`src/rtl/dmem_access_unit.sv`:
```
// Memory stage: issues one load/store per accepted instruction over a req/gnt/rvalid
// handshake, aligns store lanes, extends load data and stalls upstream until done.
module dmem_access_unit #(
  parameter int AWIDTH = 32,
  parameter int DWIDTH = 32
) (
  input  logic              clk,
  input  logic              rst,
  input  logic              valid_i,
  input  logic              memren_i,
  input  logic              memwren_i,
  input  logic [2:0]        funct3_i,
  input  logic [AWIDTH-1:0] addr_i,
  input  logic [DWIDTH-1:0] storedata_i,
  output logic              stall_o,
  output logic              done_o,
  output logic              misalign_o,
  output logic [DWIDTH-1:0] loaddata_o,
  output logic              dmem_req_o,
  output logic              dmem_we_o,
  output logic [AWIDTH-1:0] dmem_addr_o,
  output logic [DWIDTH-1:0] dmem_wdata_o,
  output logic [3:0]        dmem_be_o,
  input  logic              dmem_gnt_i,
  input  logic              dmem_rvalid_i,
  input  logic [DWIDTH-1:0] dmem_rdata_i
);

  typedef enum logic [2:0] {IDLE, REQ, WAIT, RESP, ERR} state_t;

  typedef struct packed {
    logic              we;
    logic [2:0]        funct3;
    logic [AWIDTH-1:0] addr;
    logic [DWIDTH-1:0] wdata;
    logic [3:0]        be;
  } req_t;

  state_t            state, state_nxt;
  req_t              req_q, req_d;
  logic              accept, bad;
  logic [DWIDTH-1:0] lb_sh, ld_ext;
  logic [15:0]       lh;

  assign accept = valid_i && (memren_i || memwren_i);

  // Request capture: lane replication, byte enables and legality check
  always_comb begin
    req_d.we     = memwren_i;
    req_d.funct3 = funct3_i;
    req_d.addr   = addr_i;
    req_d.wdata  = storedata_i;
    req_d.be     = 4'b1111;
    case (funct3_i[1:0])
      2'd0: begin
        req_d.wdata = {4{storedata_i[7:0]}};
        req_d.be    = 4'b0001 << addr_i[1:0];
      end
      2'd1: begin
        req_d.wdata = {2{storedata_i[15:0]}};
        req_d.be    = addr_i[1] ? 4'b1100 : 4'b0011;
      end
      default: ;
    endcase
    if (memwren_i) bad = (funct3_i >= 3'd3);
    else           bad = (funct3_i == 3'd3) || (funct3_i[2:1] == 2'b11);
    if ((funct3_i[1:0] == 2'd1 && addr_i[0]) ||
        (funct3_i[1:0] == 2'd2 && addr_i[1:0] != 2'b00))
      bad = 1'b1;
  end

  // Load extraction from the lane selected by the latched address
  always_comb begin
    lb_sh = dmem_rdata_i >> {req_q.addr[1:0], 3'b000};
    lh    = req_q.addr[1] ? dmem_rdata_i[31:16] : dmem_rdata_i[15:0];
    case (req_q.funct3)
      3'd0:    ld_ext = {{24{lb_sh[7]}}, lb_sh[7:0]};
      3'd4:    ld_ext = {24'd0, lb_sh[7:0]};
      3'd1:    ld_ext = {{16{lh[15]}}, lh};
      3'd5:    ld_ext = {16'd0, lh};
      default: ld_ext = dmem_rdata_i;
    endcase
  end

  always_ff @(posedge clk or posedge rst) begin
    if (rst) state <= IDLE;
    else     state <= state_nxt;
  end

  always_ff @(posedge clk or posedge rst) begin
    if (rst)                         req_q <= '0;
    else if (state == IDLE && accept) req_q <= req_d;
  end

  always_ff @(posedge clk or posedge rst) begin
    if (rst)                                 loaddata_o <= '0;
    else if (state == WAIT && dmem_rvalid_i) loaddata_o <= ld_ext;
  end

  always_comb begin
    state_nxt = state;
    case (state)
      IDLE:    if (accept) state_nxt = bad ? ERR : REQ;
      REQ:     if (dmem_gnt_i) state_nxt = req_q.we ? RESP : WAIT;
      WAIT:    if (dmem_rvalid_i) state_nxt = RESP;
      RESP:    state_nxt = IDLE;
      ERR:     state_nxt = IDLE;
      default: state_nxt = IDLE;
    endcase
  end

  // rst gates the IDLE stall so every output reads 0 while reset is held
  always_comb begin
    stall_o      = 1'b0;
    done_o       = 1'b0;
    misalign_o   = 1'b0;
    dmem_req_o   = 1'b0;
    dmem_we_o    = 1'b0;
    dmem_addr_o  = '0;
    dmem_wdata_o = '0;
    dmem_be_o    = 4'b0000;
    case (state)
      IDLE: stall_o = accept && !rst;
      REQ: begin
        stall_o      = 1'b1;
        dmem_req_o   = 1'b1;
        dmem_we_o    = req_q.we;
        dmem_addr_o  = {req_q.addr[AWIDTH-1:2], 2'b00};
        dmem_wdata_o = req_q.wdata;
        dmem_be_o    = req_q.be;
      end
      WAIT: stall_o = 1'b1;
      RESP: done_o  = 1'b1;
      ERR: begin
        done_o     = 1'b1;
        misalign_o = 1'b1;
      end
      default: ;
    endcase
  end

endmodule
```
`config.mk`:
```
export PLATFORM = sky130hd
export DESIGN_NAME = dmem_access_unit
export DESIGN_NICKNAME = d
export VERILOG_FILES = /design/src/rtl/dmem_access_unit.sv
export SDC_FILE = /design/constraint.sdc
export NUM_CORES = 1
export LEC_CHECK = 0
export ABC_AREA = 1
export CAP_MARGIN = 0
export CORE_MARGIN = 3
export CORE_UTILIZATION = 46
export DETAILED_ROUTE_END_ITERATION = 10
export HOLD_SLACK_MARGIN = 0.12
export MAX_ROUTING_LAYER = met4
export PLACE_DENSITY_LB_ADDON = 0.05
export SYNTH_ARGS = -nofsm -noshare
export SYNTH_HDL_FRONTEND = slang
export SYNTH_SLANG_ARGS = --single-unit
```
`constraint.sdc`:
```
create_clock -name clk -period 4.55 [get_ports clk]
set_input_delay 0.91 -clock clk [delete_from_list [all_inputs] [get_ports clk]]
set_output_delay 0.91 -clock clk [all_outputs]
set_load 0.05 [all_outputs]
```
==> Yosys cells after proc, flatten, opt, wreduce, memory -nomap -nowiden <==
Cells that the tools add are included.
{ "word_totals": {"regBits": 107, "input_bits": 106, "out_inout_bits": 105} }
{ "op_classes": {"n_reduce_logical": 17, "shift": 2, "muxes": 20, "eq_ne": 14, "magnitude_cmp": 1} }
{ "ops": {"columns": ["cell", "count"], "rows": [
  ["$pmux 32 s4", 1],
  ["$pmux 36 s2", 1],
  ["$mux 32", 2],
  ["$shr 32x5->8", 1],
  ["$mux 16", 1],
  ["$mux 3", 4],
  ["$eq 3x2->1 const B", 3],
  ["$eq 3x3->1 const B", 3],
  ["$pmux 3 s3", 1],
  ["$mux 4", 2],
  ["$mux 1", 7],
  ["$eq 3x1->1 const B", 2],
  ["$logic_and 1x1->1", 6],
  ["$logic_not 3->1", 2],
  ["$ne 2x2->1 const B", 3],
  ["$eq 2x2->1 const B", 2],
  ["$reduce_or 2->1", 2],
  ["$shl 1x2->4 const A", 1],
  ["$ge 3x2->1 const B", 1],
  ["$logic_or 1x1->1", 3],
  ["$reduce_and 3->1", 1],
  ["$eq 2x1->1 const B", 1],
  ["$logic_not 2->1", 1],
  ["$pmux 1 s2", 1],
  ["other kinds (2)", 2]
]} }

==> Logic depth before layout (Yosys ltp) <==
Gate-level depths: netlist (run 1).
{ "depth": {"depth_word": 7, "mapped_depth": 10} }

==> Least setup slack after synthesis (run 1) <==
OpenSTA, ideal clock, no wires.
{ "synth_timing": {"kind": "input to output", "start": "in memwren_i", "end": "out stall_o", "path_stages": 6, "path_buffers": 2, "path_slack_ps": 1486, "arrival_time_ps": 2154, "cell_sequence": "o21ai_0 inv_1 nand2_4 buf_6 buf_4 o21ai_1"} }
{ "synth_via": {"elab_chain_len": 4} }
{ "synth_rtl": {"columns": ["element", "line_no", "text"], "rows": [
  ["start: declaration", "11", "input logic memwren_i,"],
  ["$logic_or 1x1->1", "45", "assign accept = valid_i && (memren_i || memwren_i);"],
  ["$logic_and 1x1->1", "45", null],
  ["$logic_and 1x1->1", "123", "IDLE: stall_o = accept && !rst;"],
  ["$pmux 1 s2", "122", "case (state)"],
  ["end: declaration", "15", "output logic stall_o,"]
]} }
Every way passes these cells.

==> Final worst setup path (run 1) <==
{ "layout_timing": {"start": "reg state[2]", "end": "out stall_o"} }
{ "layout_via": {"elab_chain_len": 3, "word_cells_on_any_way": 5, "classes_between": "2 x eq/ne; 1 x mux; 2 x reduce/logical"} }
{ "layout_rtl": {"columns": ["element", "line_no", "text"], "rows": [
  ["start: declaration", "39", "state_t state, state_nxt;"],
  ["start signal: assignment", "87", "else state <= state_nxt;"],
  ["$eq 3x2->1 / $eq 3x1->1 (equally long branches)", "122", null],
  ["$reduce_or 2->1 (no line)", null, null],
  ["$pmux 1 s2 *", "122", null]
]} }
Mark *: on every way between the ends. The rest lies on a longest branch, timed or not.

==> metrics, run 1 <==
IO Port Bufs 208; fin crit share 0.775; Die H 119 um; placed cell count 1180; internal power 2.89 mW; Worst Path Max Fanout 55; register area share after synthesis 0.456; H-tree depth 3; initial antenna violation count 0; cells after synthesis 844; Post-Layout Cell Count 1196; vias in the first global route 5506; Clk pin slew, worst setup/hold paths 70 ps; CP cell instances inv_2, nand3_2, buf_12, nand2_1, inv_1, o21ai_1, clkdlybuf4s50_1; FP Rows 40; DP Wirelength 11300 um; worst skew pair latency 350 ps; postcts setup bufs 0; Final Setup Violations 0; final net count 1129; core area 0.0123 mm2; Final Hold Fails 0; max_slew headroom 0.280; CTS root buffer clkbuf_16; combinational power share 0.567; Yosys top cell by area dfrtp_1; distinct cell type count after synthesis 33; CP max stage delay 810 ps; setup TNS 0 ps; Async SR Flop Fraction 1.00; WL final 15900 um; CTS tree done; grt ovf 0; post-route setup slack 1020 ps; Peak VDD IR 0.000352 V; Max Root-Sink Buffers 2; synth warn 0; Initial DRT Pass Iterations 5; CTS Buf Count 9; Ports 211; GP Congestion 0.901; via count 5641; synthesized area per cell 6.96 um2; hold_buf cts 0; status finished clean; fmax 284 MHz; top-area cell type share of the netlist area 0.456; Final Max Tran Viols 0; Setup CP Type reg -> out; Setup WS pre-CTS 1030 ps; post-cts sizing count 0; drc violations 0; Top FF cell, synth dfrtp_1; Die X 119 um; max-cap viol count 0; Synth Register Bits 107; Post-DRT Antenna Nets 0; Reg power frac 0.294; static leakage 4.08 nW; switching pwr 2.78 mW; Post-DP Area 0.00797 mm2; crit path capture type output pin; vias per cell 4.72; worst slew pin tran 1080 ps; Final Cell Area 0.00826 mm2; ranking of synthesized cells by area dfrtp_1 46%, nand2_1 14%, inv_1 9.8%, nor2_1 7.9%, o21ai_0 6.9%; EDFF count, synth 0; Avg WL per Cell 13.3 um; clock network fraction of total power 0.139; die area 0.0142 mm2; switching share of total power 0.491; RSZ-0062 raised after global routing no; first-pass GRT wire length 26200 um; initial DRC count 390; largest net degree at the start of global routing 109; final hold slack 479 ps; fraction of layout cells with a size suffix above 1 0.0370; required time of the critical path 3640 ps; Clock Skew 4.86 ps; CTS Sinks 107; diode count 0; pwr/cell area 686 mW/mm2; hold crit path type reg -> reg; Setup crit start kind register; Critical Path AT 2620 ps; area delta synth->final 40.6%; Final Critical Period 3530 ps; GRT Total Usage 0.234; Mapped Area 0.00588 mm2; Starting Density 0.479; Slowest-stage cell, CP clkdlybuf4s50_1
-- per-stage QoR --
| stage | total power, mW | utilization |
|---|---|---|
| after global routing | 6.07 | 0.674 |
| after global placement | 4.86 | 0.650 |
| after floorplan | 3.95 | - |
| final | 5.67 | 0.674 |
| after CTS | 5.72 | 0.674 |
| after detailed placement | 4.91 | 0.650 |
-- path summary, 6_finish.rpt --
check | from | to | slack, ps | cells after the start
worst min register to register | loaddata_o[13]$_DFFE_PP0P_ | loaddata_o[13]$_DFFE_PP0P_ | 480 | 2
worst min-delay path | loaddata_o[13]$_DFFE_PP0P_ | loaddata_o[13]$_DFFE_PP0P_ | 480 | 2
min in group asynchronous | rst | req_q[49]$_DFFE_PP0P_ | 1000 | 2
worst max-delay path | state[2]$_DFFE_PP0P_ | stall_o | 1020 | 7
max in group asynchronous | rst | loaddata_o[1]$_DFFE_PP0P_ | 2810 | 3
worst max register to register | req_q[69]$_DFFE_PP0P_ | loaddata_o[24]$_DFFE_PP0P_ | 2090 | 7
-- routing by layer --
metal  routed length (um)  share of wire  vias up  track usage
li1                     -              -     2883            -
met1                 7100           0.45     2594        0.295
met2                 7540           0.48      152        0.381
met3                 1060          0.067       12       0.0603
met4                  172          0.011        0       0.0492
met5                    0              0        -            -
-- registers in the layout, summed over array words and instances, names as in the netlist --
register / flops
state: 3
req_q: 72
loaddata_o: 32
-- cells by family after synthesis --
logic type,after synthesis,share of synthesized area
flip-flops,107,0.456
AO/OA/AOI/OAI,119,0.104
other,1,0.000638
buffers and inverters,205,0.148
AND/OR/NAND/NOR,412,0.291
-- cell usage after synthesis (3+ instances only) --
cell type,number
a31oi_1,5
inv_1,153
o21ai_1,13
inv_2,5
buf_4,6
nand3_1,48
a21oi_1,17
or2_0,13
buf_2,17
o21ai_0,81
or2_1,3
nor2_1,123
clkbuf_1,16
o21ai_2,3
dfrtp_1,107
buf_6,3
nand2_1,212
-- critical path, delay by kind of cell (launching register included) --
kind | cells | cell delay [ps]
buffers and inverters | 4 | 1330
AND/OR/NAND/NOR | 2 | 440
flip-flops | 1 | 410
AO/OA/AOI/OAI | 1 | 60
-- cells in the final DEF, fill, tap and decap left out, types with 13 or more instances in the layout --
master and instances:
o21ai_0 81, inv_1 152, o21ai_1 13, nand3_1 48, dfrtp_1 107, a21oi_1 17
clkdlybuf4s50_1 208, or2_0 13, nor2_1 123, nand2_1 212
-- layout make-up --
cell class	count	area [um2]
well taps	168	210
flip-flops and latches	107	2680
multi-input cells	533	2330
fillers	1091	4000
repair buffers	212	2140
inverters	160	611
clock buffers	12	246
clock inverters	4	50.0
-- power groups by stage --
stage                     Sequential, mW  Combinational [mW]  Clock (mW)
after CTS                           1.67                3.25       0.806
after detailed placement            1.68                3.23           0
after global routing                1.72                3.51       0.846
final                               1.66                3.22       0.788
after global placement              1.66                3.20           0
after floorplan                     2.06                1.89           0
Note: power is estimated with default switching activity, not from simulation.
==> run 2, diff against run 1 <==
--- a/config.mk
+++ b/config.mk
@@ -8,7 +8,7 @@
 export ABC_AREA = 1
 export CAP_MARGIN = 0
 export CORE_MARGIN = 3
-export CORE_UTILIZATION = 46
+export CORE_UTILIZATION = 41
 export DETAILED_ROUTE_END_ITERATION = 10
 export HOLD_SLACK_MARGIN = 0.12
 export MAX_ROUTING_LAYER = met4
==> constraint.sdc (replaced) <==
create_clock -name clk -period 2.8 [get_ports clk]
set_input_delay 0.56 -clock clk [delete_from_list [all_inputs] [get_ports clk]]
set_output_delay 0.56 -clock clk [all_outputs]
set_load 0.05 [all_outputs]
==> run 2 against run 1 <==
Against the previous run:
- sequential power is 60% higher
- cell count is 1.5% higher
- worst hold slack hardly changed
- global-route usage is 1.8 points lower
- critical path type unchanged
- largest cell class is now non-clock buffers
==> metrics, run 2 (synthesized netlist as in run 1, its figures left out) <==
Die X 126 um; largest net degree at the start of global routing 109; critical path startpoint state[1]$_DFFE_PP0P_; postcts setup bufs 0; H-tree depth 3; grt ovf 0; die area 0.0158 mm2; setup TNS 0 ps; Final Hold Fails 0; drc violations 0; Avg WL per Cell 13.2 um; Clock Skew 7.91 ps; Die H 126 um; Worst Path Max Fanout 5; Final Critical Period 2520 ps; hold crit path type reg -> reg; Reg power frac 0.269; CTS Sinks 107; WL final 16100 um; via count 5648; Register Area 0.00268 mm2; FP Rows 43; Peak VDD IR 0.000492 V; Reg with most FFs req_q; pwr/cell area 1090 mW/mm2; Post-DRT Antenna Nets 0; clock network fraction of total power 0.126; GRT Total Usage 0.216; post-route setup slack 278 ps; internal power 5.17 mW; vias in the first global route 5569; Critical Path AT 1960 ps; initial antenna violation count 0; crit path capture type output pin; Critical Path Sink done_o; biggest regs req_q x72, loaddata_o x32, state x3; post-cts sizing count 0; core area 0.0139 mm2; CP cell instances inv_2, nand2_2, o21ai_0, clkdlybuf4s50_1; Setup crit start kind register; hold_buf cts 0; RSZ-0062 raised after global routing no; Setup WS pre-CTS 510 ps; switching pwr 4.64 mW; worst r2r src req_q[37]$_DFFE_PP0P_; max_slew headroom 0.564; CTS tree done; Max Root-Sink Buffers 2; Final Max Tran Viols 0; layout filler cell count 1264; Ports 211; Clk pin slew, worst setup/hold paths 70 ps; vias per cell 4.65; r2r endpoint loaddata_o[18]$_DFFE_PP0P_; GP Congestion 0.850; area of the multi-input gates 0.00233 mm2; Initial DRT Pass Iterations 5; internal reg-to-reg setup slack 820 ps; combinational power share 0.605; Final Setup Violations 0; fmax 397 MHz; fraction of layout cells with a size suffix above 1 0.110; status finished clean; first-pass GRT wire length 27100 um; required time of the critical path 2240 ps; worst skew pair latency 340 ps; Post-Layout Cell Count 1214; worst slew pin tran 654 ps; placed cell count 1198; CTS root buffer clkbuf_16; diode count 0; Slowest-stage cell, CP clkdlybuf4s50_1; total chip power 9.82 mW; Starting Density 0.422; initial DRC count 325; final net count 1135; most common cell after layout, fill and taps aside nand2_1; DP Wirelength 11700 um; Setup CP Type reg -> out; most frequent cells in the layout 212 x nand2_1, 152 x inv_1, 139 x clkdlybuf4s50_1; max-cap viol count 0; IO Port Bufs 208; worst r2r path cells 9; fin crit share 0.901; static leakage 4.43 nW; area delta synth->final 53.1%; CTS Buf Count 9; max reg flops 72; CP max stage delay 840 ps; switching share of total power 0.473
## run 2: cell count changes in the layout (fill, tap and decap cells not counted)
cell,previous run,this run
clkdlybuf4s50_1,208,139
buf_12,2,70
buf_4,2,9
clkbuf_8,1,3
bufinv_16,1,0
clkbuf_1,2,1
clkinv_4,0,1
inv_4,2,1
## run 2: how the worst min path moves through the flow
| stage | start | endpoint | slack (ps) | cells after the start |
|---|---|---|---|---|
| finish | loaddata_o[10]$_DFFE_PP0P_ | loaddata_o[10]$_DFFE_PP0P_ | 480 | 2 |
| detailed placement | loaddata_o[10]$_DFFE_PP0P_ | loaddata_o[10]$_DFFE_PP0P_ | 470 | 2 |
| CTS | loaddata_o[10]$_DFFE_PP0P_ | loaddata_o[10]$_DFFE_PP0P_ | 490 | 2 |
| floorplan | req_q[1]$_DFFE_PP0P_ | req_q[1]$_DFFE_PP0P_ | 450 | 2 |
| global placement | loaddata_o[9]$_DFFE_PP0P_ | loaddata_o[9]$_DFFE_PP0P_ | 460 | 2 |
| global route | loaddata_o[9]$_DFFE_PP0P_ | loaddata_o[9]$_DFFE_PP0P_ | 520 | 2 |
## run 2: layout make-up
type | instances | share of cell area
clock buffer | 13 | 0.0300
clock inverter | 3 | 0.00236
inverter | 160 | 0.0680
multi-input combinational | 533 | 0.259
sequential | 107 | 0.298
tap | 180 | 0.0250
timing repair buffer | 218 | 0.318
## run 2: through the flow
| step | area (um2) | util | hold WS, ps |
|---|---|---|---|
| 3_5_place_dp | 8710 | 0.625 | 469 |
| 4_1_cts | 9000 | 0.646 | 488 |
| 5_1_grt | 9000 | 0.646 | 517 |
| 2_1_floorplan | 5880 | - | 453 |
| 6_report | 9000 | 0.646 | 479 |
| 3_3_place_gp | 8710 | 0.625 | 463 |
## run 2: critical path: cells and delay by family (launching register included)
family / cells / cell delay (ps)
and+or+nand+nor: 1 / 80
AOI/OAI and AO/OA: 1 / 150
buffers and inverters: 2 / 940
DFF: 1 / 450
## run 2: per-layer routing
metal | GRT usage | vias up | part of all wire
met5 | - | - | 0
met4 | 0.0555 | 0 | 0.0099
met3 | 0.0539 | 14 | 0.072
met2 | 0.339 | 161 | 0.47
met1 | 0.281 | 2568 | 0.44
li1 | - | 2905 | -
## run 2: power groups by stage
| stage | Combinational, mW | Clock, mW | Sequential [mW] |
|---|---|---|---|
| finish | 5.94 | 1.23 | 2.65 |
| global route | 6.45 | 1.34 | 2.75 |
| CTS | 6.00 | 1.28 | 2.65 |
| detailed placement | 5.99 | 0 | 2.68 |
| global placement | 5.94 | 0 | 2.65 |
| floorplan | 3.07 | 0 | 3.35 |
